<file path="config.mk">
export PLATFORM = sky130hd
export DESIGN_NAME = mem_scan_min
export DESIGN_NICKNAME = d
export VERILOG_FILES = /design/src/rtl/mem_scan_min.sv
export SDC_FILE = /design/constraint.sdc
export NUM_CORES = 1
export LEC_CHECK = 0
export ABC_AREA = 1
export BUFFER_PORTS_ARGS = -buffer_cell sky130_fd_sc_hd__buf_2
export CAP_MARGIN = 20
export CORE_MARGIN = 3
export CORE_UTILIZATION = 35
export CTS_CLUSTER_SIZE = 12
export DETAILED_ROUTE_END_ITERATION = 6
export GPL_TIMING_DRIVEN = 0
export PLACE_DENSITY = 0.55
export SYNTH_ARGS = -nofsm -noshare
export SYNTH_HDL_FRONTEND = slang
export SYNTH_SLANG_ARGS = --single-unit
</file>
<file path="constraint.sdc">
create_clock -name Clk -period 2.1 [get_ports Clk]
set_input_delay 0.21 -clock Clk [delete_from_list [all_inputs] [get_ports Clk]]
set_output_delay 0.21 -clock Clk [all_outputs]
set_load 0.02 [all_outputs]
</file>
<file path="src/rtl/mem_scan_min.sv">
// Read-only scan sequencer for the 256x8 data memory: walks Count bytes from
// BaseAddr and reports the minimum byte, its absolute address and the byte sum.
module mem_scan_min #(
    parameter int ADDR_W = 8,
    parameter int DATA_W = 8,
    parameter int SUM_W  = 16
) (
    input  logic              Clk,
    input  logic              Rst,
    input  logic              Start,
    input  logic [ADDR_W-1:0] BaseAddr,
    input  logic [ADDR_W-1:0] Count,
    output logic [ADDR_W-1:0] Address,
    output logic              MemRead,
    output logic              MemWrite,
    output logic [DATA_W-1:0] WriteData,
    input  logic [DATA_W-1:0] ReadData,
    output logic              Busy,
    output logic              Done,
    output logic [DATA_W-1:0] MinValue,
    output logic [ADDR_W-1:0] MinIndex,
    output logic [SUM_W-1:0]  Sum
);

    typedef enum logic [1:0] {
        S_IDLE,
        S_SCAN,
        S_DONE
    } state_t;

    state_t              state_q, state_d;
    logic [ADDR_W-1:0]   base_q, base_d;
    logic [ADDR_W-1:0]   count_q, count_d;
    logic [ADDR_W-1:0]   offset_q, offset_d;
    logic [DATA_W-1:0]   minValue_q, minValue_d;
    logic [ADDR_W-1:0]   minIndex_q, minIndex_d;
    logic [SUM_W-1:0]    sum_q, sum_d;
    logic [ADDR_W-1:0]   scanAddr;

    // Address arithmetic is modulo 2^ADDR_W, so a scan past the top wraps to 0.
    assign scanAddr = base_q + offset_q;

    always_ff @(posedge Clk or posedge Rst) begin
        if (Rst) begin
            state_q    <= S_IDLE;
            base_q     <= '0;
            count_q    <= '0;
            offset_q   <= '0;
            minValue_q <= '1;
            minIndex_q <= '0;
            sum_q      <= '0;
        end else begin
            state_q    <= state_d;
            base_q     <= base_d;
            count_q    <= count_d;
            offset_q   <= offset_d;
            minValue_q <= minValue_d;
            minIndex_q <= minIndex_d;
            sum_q      <= sum_d;
        end
    end

    always_comb begin
        state_d    = state_q;
        base_d     = base_q;
        count_d    = count_q;
        offset_d   = offset_q;
        minValue_d = minValue_q;
        minIndex_d = minIndex_q;
        sum_d      = sum_q;

        unique case (state_q)
            S_IDLE: begin
                if (Start) begin
                    base_d     = BaseAddr;
                    count_d    = Count;
                    offset_d   = '0;
                    minValue_d = '1;
                    minIndex_d = BaseAddr;
                    sum_d      = '0;
                    state_d    = (Count == '0) ? S_DONE : S_SCAN;
                end
            end
            S_SCAN: begin
                sum_d = sum_q + SUM_W'(ReadData);
                // Strict compare so that ties keep the earliest address.
                if (ReadData < minValue_q) begin
                    minValue_d = ReadData;
                    minIndex_d = scanAddr;
                end
                offset_d = offset_q + ADDR_W'(1);
                if (offset_q == count_q - ADDR_W'(1)) begin
                    state_d = S_DONE;
                end
            end
            S_DONE: begin
                state_d = S_IDLE;
            end
            default: begin
                state_d = S_IDLE;
            end
        endcase
    end

    assign Busy      = (state_q == S_SCAN);
    assign MemRead   = Busy;
    assign Address   = Busy ? scanAddr : '0;
    assign Done      = (state_q == S_DONE);
    assign MemWrite  = 1'b0;
    assign WriteData = '0;
    assign MinValue  = minValue_q;
    assign MinIndex  = minIndex_q;
    assign Sum       = sum_q;

endmodule

</file>
==> impl_metrics.yaml, run 1 <==
die:
  row_count: 38
  coreArea_um2: 11100
  die_w_um: 114
  initial_utilization: 0.367
  die_height_um: 114
  ios: 79
  dieArea_um2: 13000
global_route:
  grt_pass1_vias: 3813
  antenna_found_initial: 0
  globalRouteTotalUtil: 0.179
  grt_overflow: 0
  grt_max_degree: 42
  grt_pass1_wl_mm: 18.6
yosys:
  yosys.area_share.adder: 0.0836
  synth_top_area_share: 0.308
  muxShareOfSynthArea: 0
  yosys.cell_count.top_type: "nand2_1"
  synth_enable_flop_cells: 0
  synth_flop_cell: "dfrtp_1"
  ys_warn_count: 0
  synth-compound-area-share: 0.0919
  synth-xor-area-share: 0.0258
  synthArstFlopShare: 1.00
  ys_seq_area_frac: 0.359
  ys_top_cells_by_count: "187 x nand2_1, 81 x inv_1, 50 x dfrtp_1"
  syn_area_um2: 4070
  ys_ff_latch: 58
  synth_top_family_by_area: "simple AND/OR/NAND/NOR gates"
  yosys.area_share.simple: 0.323
  netlist_instances: 576
  synth_largest_area_cell: "dfrtp_1"
  syn_area_per_cell_um2: 7.06
  ys_top_cells_by_area: "dfrtp_1 31%, nand2_1 17%, inv_1 7.5%"
  ys_types: 41
timing:
  setup_viol: 0
  tightest_slew_ns: 0.599
  setup_tns_ns: 0
  clock_skew_ns: 0.00326
  hold_violations: 0
  drv_slew: 0
  whs_ns: 0.106
  slew_headroom: 0.600
  finalCritPeriodShare: 0.984
  fin_ws_ns: 0.0342
  min_period_ns: 2.07
  rsz0062_at_grt: "yes"
  clock.fmax_ghz: 0.484
layout:
  insertedDiodeCount: 0
  register_area_um2: 1470
  multi_input_area_um2: 2280
  drive_gt1_frac: 0.246
  post-route-util: 0.468
  nets: 728
  area_delta_synth_final_pct: 27.4
  final_area_um2: 5180
  n_fill_cell: 1143
worst_setup_path:
  rr_worst_depth: 10
  r2r-end: "MinIndex[0]$_DFFE_PP0P_"
  crit_end: "Address[4]"
  r2r_start: "MinValue[7]$_DFFE_PP1P_"
  crit_fanout: 3
  cp-end-kind: "output pin"
  crit_start: "offset_q[0]$_DFFE_PP0P_"
  cp_data_arrival_time_ns: 1.86
  required_ns: 1.89
  r2r_slack_ns: 0.21
  worstSetupPathType: "flop to output pin"
  crit_path_start_kind: "flop"
clock_network:
  cts_buffers: 9
  htree_num_levels: 3
  cts_tree: "done"
  clock-sinks: 58
  path_clk_slew_ns: 0.06
  cts_max_path_buffers: 2
  clkLatencyLatePin_ns: 0.33
  cts-root-buf: "clkbuf_16"
route:
  via_count: 3908
  drt-initial-drc-count: 212
  wl_mm: 11.2
  wl_per_cell_um: 13.7
  viasPerCell: 4.77
  first_pass_iters: 5
  final_antenna_net_count: 0
  drc: 0
placement:
  post-dp-hpwl_mm: 8.54
  io_buffers: 69
  globalplace.congestion: 0.840
  place_area_um2: 4640
  pre_cts_ws_ns: 0.144
pwr:
  ir_drop_v: 0.000691
  pwr_density_cell_nw_per_um2: 1680
  leakage_nw: 2.92
run_status:
  status: "completed"
job:
  drv_cap: 0
worst_hold_path:
  hp-class: "input port to flop"
-- timing repair --
action | in CTS | in global routing
pin swaps | 4 | 7
buffers inserted | 7 | 2
endpoints found under the setup margin | 6 | 6
hold buffers | 1 | 0
gates resized for setup | 20 | 12
endpoints found under the hold margin | 13 | 0
-- critical path, stage by stage, from the launching register on --
cell and delay [ns]:
dfrtp_2 0.44, ha_4 0.18, fa_2 0.40, nand2_1 0.10, nand2_1 0.06, nand2_1 0.05
nand3_1 0.10, inv_1 0.07, buf_4 0.13
-- placed cells by master (no fill, tap or decap), types with 7 or more instances in the layout --
master | netlist | final
a21oi_1 | 13 | 12
buf_4 | 12 | 21
nand3_1 | 41 | 37
nand4_1 | 19 | 19
dfrtp_1 | 50 | 47
buf_2 | 7 | 72
nor2_1 | 35 | 34
inv_1 | 81 | 78
ha_1 | 24 | 18
clkbuf_16 | 0 | 9
or2_2 | 7 | 7
nand2_1 | 187 | 184
dfstp_2 | 8 | 8
conb_1 | 1 | 9
nand2_2 | 6 | 9
o21ai_0 | 37 | 35
-- kinds of logic after synthesis --
logic type | Yosys count
other | 1
AND/OR/NAND/NOR | 304
adder cells (fa/ha/maj) | 26
flip-flops | 58
AO/OA/AOI/OAI | 67
buffers and inverters | 108
XOR/XNOR | 12
-- report_power, final --
part	leakage (nW)	internal [mW]	switching (mW)
combinational	2.04	1.91	3.09
sequential	0.717	1.67	0.440
clock	0.156	1.05	0.564
total	2.92	4.63	4.09
-- registers in the layout, indices dropped and copies added (netlist names) --
| signal | flops |
|---|---|
| state_q | 2 |
| MinValue | 8 |
| count_q | 8 |
| base_q | 8 |
| Sum | 16 |
| offset_q | 8 |
| MinIndex | 8 |
-- area by class of cell --
| class | count | area share |
|---|---|---|
| Buffer | 24 | 0.0292 |
| Clock buffer | 9 | 0.0434 |
| Clock inverter | 7 | 0.0198 |
| Inverter | 84 | 0.0613 |
| Multi-Input combinational cell | 418 | 0.440 |
| Sequential cell | 58 | 0.283 |
| Tap cell | 140 | 0.0338 |
| Timing Repair Buffer | 80 | 0.0903 |
-- how the worst min path moves through the flow --
stage | depth (start not counted) | slack [ns] | endpoint | start
floorplan | 2 | 0.32 | base_q[4]$_DFFE_PP0P_ | BaseAddr[4]
global placement | 3 | 0.43 | count_q[4]$_DFFE_PP0P_ | Count[4]
detailed placement | 2 | 0.24 | Sum[14]$_DFFE_PP0P_ | Rst
CTS | 3 | 0.09 | count_q[3]$_DFFE_PP0P_ | Count[3]
global route | 3 | 0.12 | count_q[5]$_DFFE_PP0P_ | Count[5]
finish | 3 | 0.11 | count_q[3]$_DFFE_PP0P_ | Count[3]
-- metal layers --
layer | share of wire | GRT usage | wire length, µm
met5 | 0 | 0 | 0
met4 | 0.018 | 0.0673 | 197
met3 | 0.050 | 0.0276 | 557
met2 | 0.46 | 0.293 | 5200
met1 | 0.47 | 0.240 | 5270
-- metrics by stage --
stage | power (mW) | cells
after detailed placement | 6.73 | 794
after CTS | 8.68 | 818
after floorplan | 5.40 | 584
after global routing | 9.53 | 820
after global placement | 6.62 | 793
final | 8.72 | 820
No activity file was read; power rests on OpenSTA's default activity.
==> run 2: changes to the inputs <==
BUFFER_PORTS_ARGS = -buffer_cell sky130_fd_sc_hd__clkbuf_2   (was -buffer_cell sky130_fd_sc_hd__buf_2)
==> run 2 against run 1 <==
Against the previous run:
- first-iteration DRC count grew 9.0%
- total power grew 0.63%
- core utilization grew 0.42 points
- die area is the same
- worst setup slack lost 0.019 ns
- sequential power is essentially flat
- critical endpoint is now Address[2]
==> impl_metrics.yaml, run 2 (synthesis results as in run 1) <==
die:
  dieArea_um2: 13000
  die_w_um: 114
  initial_utilization: 0.367
  row_count: 38
  die_height_um: 114
  coreArea_um2: 11100
  ios: 79
placement:
  pre_cts_ws_ns: 0.101
  dp.cells: 794
  post-dp-hpwl_mm: 8.54
  globalplace.congestion: 0.841
  io_buffers: 69
global_route:
  globalRouteTotalUtil: 0.180
  grt_max_degree: 33
  grt_pass1_wl_mm: 18.5
  grt_overflow: 0
  antenna_found_initial: 0
  grt_pass1_vias: 3770
clock_network:
  cts_max_path_buffers: 2
  cts_tree: "done"
  clkLatencyLatePin_ns: 0.33
  cts_buffers: 9
  cts-root-buf: "clkbuf_16"
  path_clk_slew_ns: 0.06
  htree_num_levels: 3
  clock-sinks: 58
layout:
  final_common_cell: "nand2_1"
  area_delta_synth_final_pct: 28.6
  insertedDiodeCount: 0
  drive_gt1_frac: 0.260
  n_fill_cell: 1134
  register_area_um2: 1470
  largest_reg_flops: 16
  nets: 730
  layout.cells.non_filler: 822
  final_cell_mix: "183 x nand2_1, 76 x inv_1, 63 x clkbuf_2"
  multi_input_area_um2: 2290
timing:
  slew_headroom: 0.584
  clock.fmax_ghz: 0.480
  finalCritPeriodShare: 0.993
  rsz0062_at_grt: "yes"
  tightest_slew_ns: 0.623
  min_period_ns: 2.08
  clock_skew_ns: 0.00482
  hold_violations: 0
  fin_ws_ns: 0.0156
  setup_viol: 0
  drv_slew: 0
  whs_ns: 0.103
worst_hold_path:
  hold_depth: 3
  hold_start: "Count[3]"
  whs_endpoint: "count_q[3]$_DFFE_PP0P_"
  hp-class: "input port to flop"
route:
  viasPerCell: 4.78
  wl_mm: 11.2
  drc: 0
  final_antenna_net_count: 0
  via_count: 3930
  drt-initial-drc-count: 231
  first_pass_iters: 6
  wl_per_cell_um: 13.6
worst_setup_path:
  rr_worst_depth: 10
  crit_fanout: 3
  crit_chain: "ha_4, fa_2, buf_6, xor2_1, nand2_1, inv_1, clkbuf_8"
  crit_path_start_kind: "flop"
  required_ns: 1.89
  worstSetupPathType: "flop to output pin"
  path_buf_inv: 3
  r2r-end: "Sum[10]$_DFFE_PP0P_"
  cp-end-kind: "output pin"
  cp_data_arrival_time_ns: 1.87
  r2r_slack_ns: 0.21
  cp_slowest_stage_delay_ns: 0.44
  critPathTopFamily: "adder cells"
  r2r_start: "Sum[0]$_DFFE_PP0P_"
  slowest_stage: "dfrtp_2"
pwr:
  total_power_mw: 8.78
  leakage_nw: 2.93
  ir_drop_v: 0.000671
  pwr_density_cell_nw_per_um2: 1680
run_status:
  status: "completed"
job:
  drv_cap: 0
run 2: cell count changes in the layout (fill, tap and decap cells not counted), sizes merged:
| cell | previous run | this run |
|---|---|---|
| buf | 100 | 36 |
| clkbuf | 12 | 78 |
run 2: per-layer routing:
layer,share of wire,GRT usage,up-vias
li1,-,-,2020
met1,0.49,0.245,1799
met2,0.45,0.294,97
met3,0.045,0.0255,14
met4,0.014,0.0594,0
met5,0,0,-
run 2: repair_timing:
| action | 4_1_cts | 5_1_grt |
|---|---|---|
| pin swaps | 5 | 7 |
| hold buffers | 1 | 0 |
| hold endpoints to repair | 23 | 0 |
| setup buffers | 7 | 4 |
| resized for setup | 31 | 14 |
| setup endpoints to repair | 6 | 6 |
run 2: worst register-to-register path, delay by kind of cell, from the launching register on:
family / cells / cell delay, ns
compound gates: 2 / 0.22
buf+inv: 1 / 0.05
simple gates: 5 / 0.45
fa+ha+maj: 2 / 0.68
flops: 1 / 0.39
run 2: report_power, final:
| part | total (mW) | internal, mW | switching [mW] |
|---|---|---|---|
| combinational | 5.06 | 1.96 | 3.10 |
| sequential | 2.11 | 1.67 | 0.434 |
| clock | 1.61 | 1.05 | 0.562 |
run 2: area by class of cell:
| type | instances | share of cell area |
|---|---|---|
| Buffer | 24 | 0.0289 |
| Clock buffer | 9 | 0.0431 |
| Clock inverter | 7 | 0.0196 |
| Inverter | 84 | 0.0608 |
| Multi-Input combinational cell | 418 | 0.438 |
| Sequential cell | 58 | 0.281 |
| Tap cell | 140 | 0.0335 |
| Timing Repair Buffer | 82 | 0.0952 |
run 2: metrics by stage:
stage	instance area (µm²)	utilization	setup TNS, ns
6_report	5230	0.472	0
5_1_grt	5230	0.472	-0.180
4_1_cts	5160	0.466	-0.105
3_5_place_dp	4640	0.419	0
3_3_place_gp	4620	0.417	-19.05
2_1_floorplan	4100	-	0
run 2: worst max-delay path by stage:
| stage | from | to | depth (start not counted) |
|---|---|---|---|
| after floorplan | offset_q[0]$_DFFE_PP0P_ | MinIndex[1]$_DFFE_PP0P_ | 7 |
| after global placement | Rst | base_q[2]$_DFFE_PP0P_ | 2 |
| after detailed placement | offset_q[0]$_DFFE_PP0P_ | Address[6] | 8 |
| after CTS | offset_q[0]$_DFFE_PP0P_ | Address[6] | 8 |
| after global routing | offset_q[0]$_DFFE_PP0P_ | Address[2] | 7 |
| final | offset_q[0]$_DFFE_PP0P_ | Address[2] | 7 |
==> run 3: changes to the inputs <==
CELL_PAD_IN_SITES_DETAIL_PLACEMENT = 1   (was not set)
CELL_PAD_IN_SITES_GLOBAL_PLACEMENT = 2   (was not set)
CORE_UTILIZATION = 31   (was 35)
HOLD_SLACK_MARGIN = 0.15   (was not set)
PLACE_DENSITY = 0.81   (was 0.55)
==> run 3 against run 2 <==
Against the previous run:
- global-route usage grew 0.67 points
- total power grew 4.4%
- sequential power is essentially flat
- highest routed layer unchanged
- core utilization shrank 4.1 points
- critical endpoint unchanged
- cell count grew 6.4%
- worst setup slack lost 0.0014 ns
==> impl_metrics.yaml, run 3 (synthesis results as in run 1) <==
run_status:
  status: "completed"
clock_network:
  clkLatencyLatePin_ns: 0.34
  cts-root-buf: "clkbuf_16"
  path_clk_slew_ns: 0.05
  cts_max_path_buffers: 2
  htree_num_levels: 3
  cts_tree: "done"
  cts_buffers: 9
  clock-sinks: 58
die:
  ios: 79
  die_w_um: 121
  initial_utilization: 0.320
  die_height_um: 121
  coreArea_um2: 12700
  dieArea_um2: 14500
  row_count: 41
worst_setup_path:
  worstSetupPathType: "flop to output pin"
  cp_slowest_stage_delay_ns: 0.44
  r2r_start: "offset_q[0]$_DFFE_PP0P_"
  crit_path_start_kind: "flop"
  slowest_stage: "dfrtp_2"
  crit_chain: "ha_4, fa_2, buf_6, xor2_1, nand2_1, inv_1, clkbuf_8"
  r2r-end: "MinIndex[6]$_DFFE_PP0P_"
  crit_start: "offset_q[0]$_DFFE_PP0P_"
  crit_end: "Address[2]"
  required_ns: 1.89
  r2r_slack_ns: 0.03
  cp_data_arrival_time_ns: 1.88
  cp-end-kind: "output pin"
  crit_fanout: 3
  rr_worst_depth: 13
layout:
  final_common_cell: "nand2_1"
  largest_reg_flops: 16
  nets: 751
  register_area_um2: 1470
  area_delta_synth_final_pct: 34.9
  post-route-util: 0.432
  n_fill_cell: 1669
  final_cell_mix: "181 x nand2_1, 76 x inv_1, 62 x clkbuf_2"
  insertedDiodeCount: 0
  multi_input_area_um2: 2310
  drive_gt1_frac: 0.260
global_route:
  grt_pass1_wl_mm: 21.2
  grtUsageMet2: 0.320
  top_usage_layer: "met2"
  globalRouteTotalUtil: 0.186
  grt_pass1_vias: 4318
  grt_max_degree: 41
  grt_overflow: 0
  antenna_found_initial: 0
  met1_usage: 0.237
  global_route.usage.met3: 0.0323
route:
  drt-initial-drc-count: 161
  drc: 0
  first_pass_iters: 4
  wl_mm: 12.8
  final_antenna_net_count: 0
  wl_per_cell_um: 14.6
  viasPerCell: 4.71
  via_count: 4125
pwr:
  ir_drop_v: 0.000525
  pwr_density_cell_nw_per_um2: 1670
  leakage_nw: 3.02
worst_hold_path:
  hp-class: "input port to flop"
timing:
  rsz0062_at_grt: "yes"
  slew_headroom: 0.567
  fin_ws_ns: 0.0142
  clock.fmax_ghz: 0.479
  min_period_ns: 2.09
  finalCritPeriodShare: 0.993
  clock_skew_ns: 0.00691
  setup_tns_ns: 0
  hold_violations: 0
  tightest_slew_ns: 0.650
  setup_viol: 0
  drv_slew: 0
placement:
  io_buffers: 69
  globalplace.congestion: 0.828
  post-dp-hpwl_mm: 9.80
  pre_cts_ws_ns: 0.0930
job:
  drv_cap: 0
run 3: cell count changes in the layout (fill, tap and decap cells not counted), moves of 2 or more:
cell	delta
buf_4	+9
dlygate4sd3_1	+15
nand2_2	+2
nand2_1	-2
nor2_2	-2
clkinv_4	-3
clkbuf_1	+2
run 3: cell type report:
class                      count  area share
tap                          172      0.0392
buffer                        24      0.0276
multi-input combinational    418       0.421
clock inverter                 5      0.0187
clock buffer                  11      0.0424
timing repair buffer         103       0.126
sequential                    58       0.267
inverter                      84      0.0579
run 3: how the worst min path moves through the flow:
stage | to | cells after the start | start
floorplan | base_q[4]$_DFFE_PP0P_ | 2 | BaseAddr[4]
global placement | count_q[3]$_DFFE_PP0P_ | 3 | Count[3]
detailed placement | count_q[7]$_DFFE_PP0P_ | 2 | Rst
CTS | base_q[5]$_DFFE_PP0P_ | 3 | BaseAddr[5]
global route | base_q[5]$_DFFE_PP0P_ | 3 | BaseAddr[5]
finish | base_q[5]$_DFFE_PP0P_ | 3 | BaseAddr[5]
run 3: critical path, delay by kind of cell (launching register included):
family	cells	cell delay, ns
fa+ha+maj	2	0.56
flops	1	0.44
buf+inv	3	0.35
xor+xnor	1	0.12
simple gates	1	0.08
run 3: timing repair:
item,4_1_cts,5_1_grt
setup endpoints to repair,7,9
endpoints found under the hold margin,33,0
hold buffers,16,0
gates resized for setup,27,27
buffers inserted,16,1
pin swaps,7,10
run 3: report_power, final:
group	leakage, nW	switching, mW	internal (mW)
registers	0.713	0.454	1.67
clock network	0.160	0.537	1.16
logic	2.15	3.25	2.09
total	3.02	4.24	4.92
run 3: layer usage:
metal	part of all wire	routed length [µm]
met2	0.49	6270
met1	0.47	5960
met3	0.030	389
met4	0.015	195
met5	0	0
run 3: metrics by stage:
step / hold slack [ns] / instances / cell area, µm² / total power [mW]
2_1_floorplan: 0.320 / 584 / 4100 / 5.40
3_3_place_gp: 0.434 / 825 / 4660 / 6.68
3_5_place_dp: 0.242 / 826 / 4680 / 6.84
4_1_cts: 0.161 / 874 / 5420 / 9.09
5_1_grt: 0.162 / 875 / 5490 / 10.0
6_report: 0.157 / 875 / 5490 / 9.16
